==> config.mk <==
export PLATFORM = sky130hd
export DESIGN_NAME = bus_capture_fifo
export DESIGN_NICKNAME = d
export VERILOG_FILES = /design/src/rtl/bus_capture_fifo.sv
export SDC_FILE = /design/constraint.sdc
export NUM_CORES = 1
export LEC_CHECK = 0
export CAP_MARGIN = 5
export CORE_ASPECT_RATIO = 0.7
export CORE_UTILIZATION = 30
export DETAILED_ROUTE_END_ITERATION = 10
export PLACE_DENSITY_LB_ADDON = 0.05
export SLEW_MARGIN = 20
export SYNTH_ARGS = -nofsm -noshare
export SYNTH_HDL_FRONTEND = slang
export SYNTH_SLANG_ARGS = --single-unit
==> constraint.sdc <==
create_clock -name clk -period 2.2 [get_ports clk]
set_input_delay 0.44 -clock clk [delete_from_list [all_inputs] [get_ports clk]]
set_output_delay 0.44 -clock clk [all_outputs]
set_load 0.1 [all_outputs]
==> src/rtl/bus_capture_fifo.sv <==
// bus_capture_fifo: samples the gated data bus on bus_en and queues bytes for a consumer
//   clk, rst           rising-edge clock, asynchronous active-high reset
//   bus_in, bus_en     bus byte and its enable; a byte is captured every enabled cycle
//   rd_en              pop request; dout/dout_valid are registered one edge later
//   clr_ovf            clears the sticky overflow flag
//   dout, dout_valid   popped byte and its one-cycle valid strobe
//   empty, full, count fill status decoded from the registered count
//   overflow           sticky: a byte was dropped while full
module bus_capture_fifo #(
  parameter int WIDTH = 8,
  parameter int DEPTH = 4
) (
  input  logic                       clk,
  input  logic                       rst,
  input  logic [WIDTH-1:0]           bus_in,
  input  logic                       bus_en,
  input  logic                       rd_en,
  input  logic                       clr_ovf,
  output logic [WIDTH-1:0]           dout,
  output logic                       dout_valid,
  output logic                       empty,
  output logic                       full,
  output logic [$clog2(DEPTH):0]     count,
  output logic                       overflow
);
  localparam int AW = $clog2(DEPTH);
  localparam logic [AW:0] FULL_CNT = (AW+1)'(DEPTH);
  logic [WIDTH-1:0] mem [DEPTH];
  logic [AW-1:0] wp, rp;
  logic wr_ok, rd_ok, ovf_set;
  assign empty = count == '0;
  assign full = count == FULL_CNT;
  // a pop in the same cycle frees a slot, so a write while full still lands
  assign wr_ok = bus_en & (~full | rd_en);
  assign rd_ok = rd_en & ~empty;
  assign ovf_set = bus_en & full & ~rd_en;
  always_ff @(posedge clk)
    if (wr_ok) mem[wp] <= bus_in;
  always_ff @(posedge clk or posedge rst)
    if (rst) begin
      wp <= '0;
      rp <= '0;
      count <= '0;
      dout <= '0;
      dout_valid <= 1'b0;
      overflow <= 1'b0;
    end else begin
      if (wr_ok) wp <= wp + 1'b1;
      if (rd_ok) begin
        dout <= mem[rp];
        rp <= rp + 1'b1;
      end
      dout_valid <= rd_ok;
      count <= count + (AW+1)'(wr_ok) - (AW+1)'(rd_ok);
      overflow <= ovf_set | (overflow & ~clr_ovf);
    end
endmodule
* Yosys cells after proc, flatten, opt, wreduce, memory -nomap -nowiden
Memory sizes are Yosys's and may differ from the RTL's. A register that Yosys moved wholly into a read port is not among the register bits. Cells that the tools add are included.
Operators by class: reductions and logical operators 1, bitwise operators 11, muxes and demuxes 2, equality and inequality tests 1, add/sub/neg operators 4
Operator list (count):
- 1-bit bitwise AND | 5
- 2-bit by 1-bit adder with 2-bit output (second input constant) | 2
- 1-bit NOT | 4
- 3-bit by 1-bit adder with 3-bit output | 1
- 3-bit equality test (second input constant) | 1
- 3-bit zero test | 1
- 3-bit by 1-bit subtractor with 3-bit output | 1
- 1-bit 2-to-1 mux | 2
- 1-bit bitwise OR | 2
Storage, ports and cells: register bits after elaboration 9, memories kept 1, memory bits (writable) 32, word-level logic and storage cells 25
Memories:
- mem | depth 4, bits a word 8, read ports 1, clocked after memory_dff 1, wr ports 1, line 28 | logic [WIDTH-1:0] mem [DEPTH];

* Longest topological paths before layout
depth in word-level cells 6, mapped depth 9

* Least setup slack after synthesis
OpenSTA, ideal clock, no wires.
path kind register to output, from register count[2], to output full, slack -1564 ps, arrival 3324 ps, required time 1760 ps, stages on the path, launching flop included 2, path buffers 0, cell sequence dfrtp_1 nor3b_1
On the way: word-level cells in the longest chain between the ends 1
RTL lines:
- from (decl) | line 23 | output logic [$clog2(DEPTH):0] count,
- from (signal assigned) | line 54 | count <= count + (AW+1)'(wr_ok) - (AW+1)'(rd_ok);
- 3-bit equality test | line 32 | assign full = count == FULL_CNT;
- to (decl) | line 22 | output logic full,
Every way passes these cells.

* Worst setup path after layout
from input rd_en, to register count[2]
On the way: word-level cells in the longest chain between the ends 4
RTL lines:
- from (decl) | line 17 | input logic rd_en,
- 1-bit bitwise OR | line 34 | assign wr_ok = bus_en & (~full | rd_en);
- 1-bit bitwise AND | line 34
- 3-bit by 1-bit adder with 3-bit output | line 54
- 3-bit by 1-bit subtractor with 3-bit output * | line 54
Every way passes the cells marked *; elsewhere a longest branch is shown, timed or not. A chain may end at the register's enable or synchronous reset.

==> impl_metrics.ini <==
[logic_synthesis]
avgSynthCellArea_sq_um = 16.7
synth_cell_types = 21
synthMuxAreaShare = 0.0978
netlist_area_sq_um = 1960
synth_top_area_cell = edfxtp_1
synth_edf_count = 32
synth_most_common_cell = edfxtp_1
synth_top_family_by_area = multiplexers
synth.top_cell.area_share = 0.491
synth-seq-cells = 49
synth_cells = 117
syn-num-nets = 137
synthFlopType = edfxtp_1
synth.area.top_cells = edfxtp_1 (49%), dfrtp_1 (22%), mux4_2 (9.2%), nand2_1 (4.8%), ha_1 (3.8%)
synth-simple-area-share = 0.0869
yosys.area_share.xor_xnor = 0.0224
ys_async_sr_fraction = 0.347
yosysWarnings = 0
synth_commonest_cells = edfxtp_1 (32), nand2_1 (25), dfrtp_1 (17)
synth-compound-area-share = 0.0134
ys_seq_area_frac = 0.708
synth_adder_area_share = 0.0486

[sta]
fmax_mhz = 476
relSlewSlack = 0.704
period_share = 0.956
maxSlewViolCount = 0
fin_crit_ps = 2100
setup_violations = 0
finalHoldViolations = 0
rsz0062_at_grt = false
whs_ps = 462
layout_setup_ws_ps = 97.5
fin_skew_ps = 4.63
worst-slew-pin-transition_ps = 445

[cts]
clk_pin_slew_ps = 80
cts_resized = 0
h-tree-depth = 2
cts_tree = built
cts_hold_buf = 0
cts.sinks = 49
postCtsSetupBuffers = 0
cts_inserted_buffers = 5
clockBufferDepth = 2
root_buffer = clkbuf_8
insertion_delay_ps = 290

[grt]
grt_util_met2 = 0.192
grt.overflow.total = 0
antenna_found_initial = 0
grt_pass1_vias = 1109
grt_use_total = 0.118
grt-busiest-layer = met2
grt_pass1_wl_mm = 5.91
grt_max_degree = 18
grt.met1_usage = 0.153
use_met3 = 0.0343

[floorplanning]
dieArea_sq_um = 6860
io_pins = 28
start_util = 0.312
placementRows = 24
die_h_microns = 69.6
die_x_microns = 98.6
fp.coreArea_sq_um = 6280

[finish]
final_layout_size_suffix_gt1_frac = 0.360
antennaDiodeCount = 0
design_area_sq_um = 2630
num-nets-final = 180
stdcell_count = 239
areaGrowthSynthToFinish_pct = 34.4

[worst_setup_path]
cpPeakStageDelay_ps = 530
cp_cell_sequence = clkdlybuf4s50_1 -> nor4b_4 -> nor2b_2 -> inv_2 -> ha_4 -> inv_2 -> ha_4 -> fa_2 -> xnor2_2 -> xnor2_1
critPathBufInv = 3
crit_path_end_kind = flip-flop
cp.required_ps = 2380
critPathMaxFanout = 2
worst-setup-path-type = in2reg
worstSetupStartpointType = input port
arrival_ps = 2290
cpMaxStageDelayCell = clkdlybuf4s50_1
cp_top_family = adder cells

[job]
maxCapViolCount = 0

[route]
ant_nets = 0
drt_first_pass_iters = 4
avgViaCountPerCell = 4.27
drc_errors = 0
drtIter0Drc = 24
vias = 1020
wl_mm = 3.54
post_drt_wl_per_cell_microns = 14.8

[place]
placed_area_sq_um = 2500
place_inst = 231
portBuffers = 27
pre_cts_slack_ps = -208
place_hpwl_mm = 2.42
globalplace.congestion = 0.664

[outcome]
status = finished clean

[hold_path]
hold_class = in2async
-- placed cells by master, fill, tap and decap left out, types with 4 or more instances in the layout --
cell type        instances
dfrtp_1                 14
clkdlybuf4s50_1         12
clkbuf_8                 5
and2_1                   4
ha_1                     4
inv_1                    6
xnor2_1                  4
nand2_1                 25
edfxtp_1                32
buf_12                   6
buf_4                   20
mux4_2                   8
-- per-stage QoR --
stage	utilization	TNS, ps
after floorplan	-	-473
after global placement	0.398	-220
after detailed placement	0.398	-267
after CTS	0.419	0
after global routing	0.419	0
final	0.419	0
-- registers in the layout (all words and copies together) (netlist names) --
| signal | cells |
|---|---|
| count | 3 |
| dout | 8 |
| dout_valid | 1 |
| mem | 32 |
| overflow | 1 |
| rp | 2 |
| wp | 2 |
-- cell families after synthesis --
family,after synthesis
XOR/XNOR,5
multiplexers,9
AO/OA/AOI/OAI,2
flip-flops,49
buffers and inverters,11
adder cells (fa/ha/maj),7
AND/OR/NAND/NOR,34
-- routing by layer --
layer  part of all wire  routed length [microns]
met1               0.47                     1650
met4             0.0054                       19
met5                  0                        0
met3              0.030                      105
met2               0.50                     1770
-- cell type report --
type                            instances  area (sq um)
Clock buffer                            5          68.8
Clock inverter                          3          65.1
Fill cell                             563          3640
Inverter                                9          36.3
Multi-Input combinational cell         57           578
Sequential cell                        49          1400
Tap cell                               78          97.6
Timing Repair Buffer                   38           390
-- worst register-to-register path: stages, from the launching register on --
cell,delay (ps)
dfrtp_4,560
o31ai_4,300
inv_4,60
ha_4,260
inv_2,30
ha_4,140
fa_2,350
xnor2_2,140
xnor2_1,120
-- final timing paths --
path,from,to,slack (ps),cells past startpoint
worst max-delay path,rd_en,count[2],100,10
worst min-delay path,rst,dout[0],460,3
worst max register to register,count[0],count[2],120,8
worst min register to register,dout[0],dout[0],480,2
max in group asynchronous,rst,count[2],1520,3
min in group clk,dout[0],dout[0],480,2
Power is not shown: default switching activity piles up to over one toggle a cycle in this logic, so the estimate is an artifact.
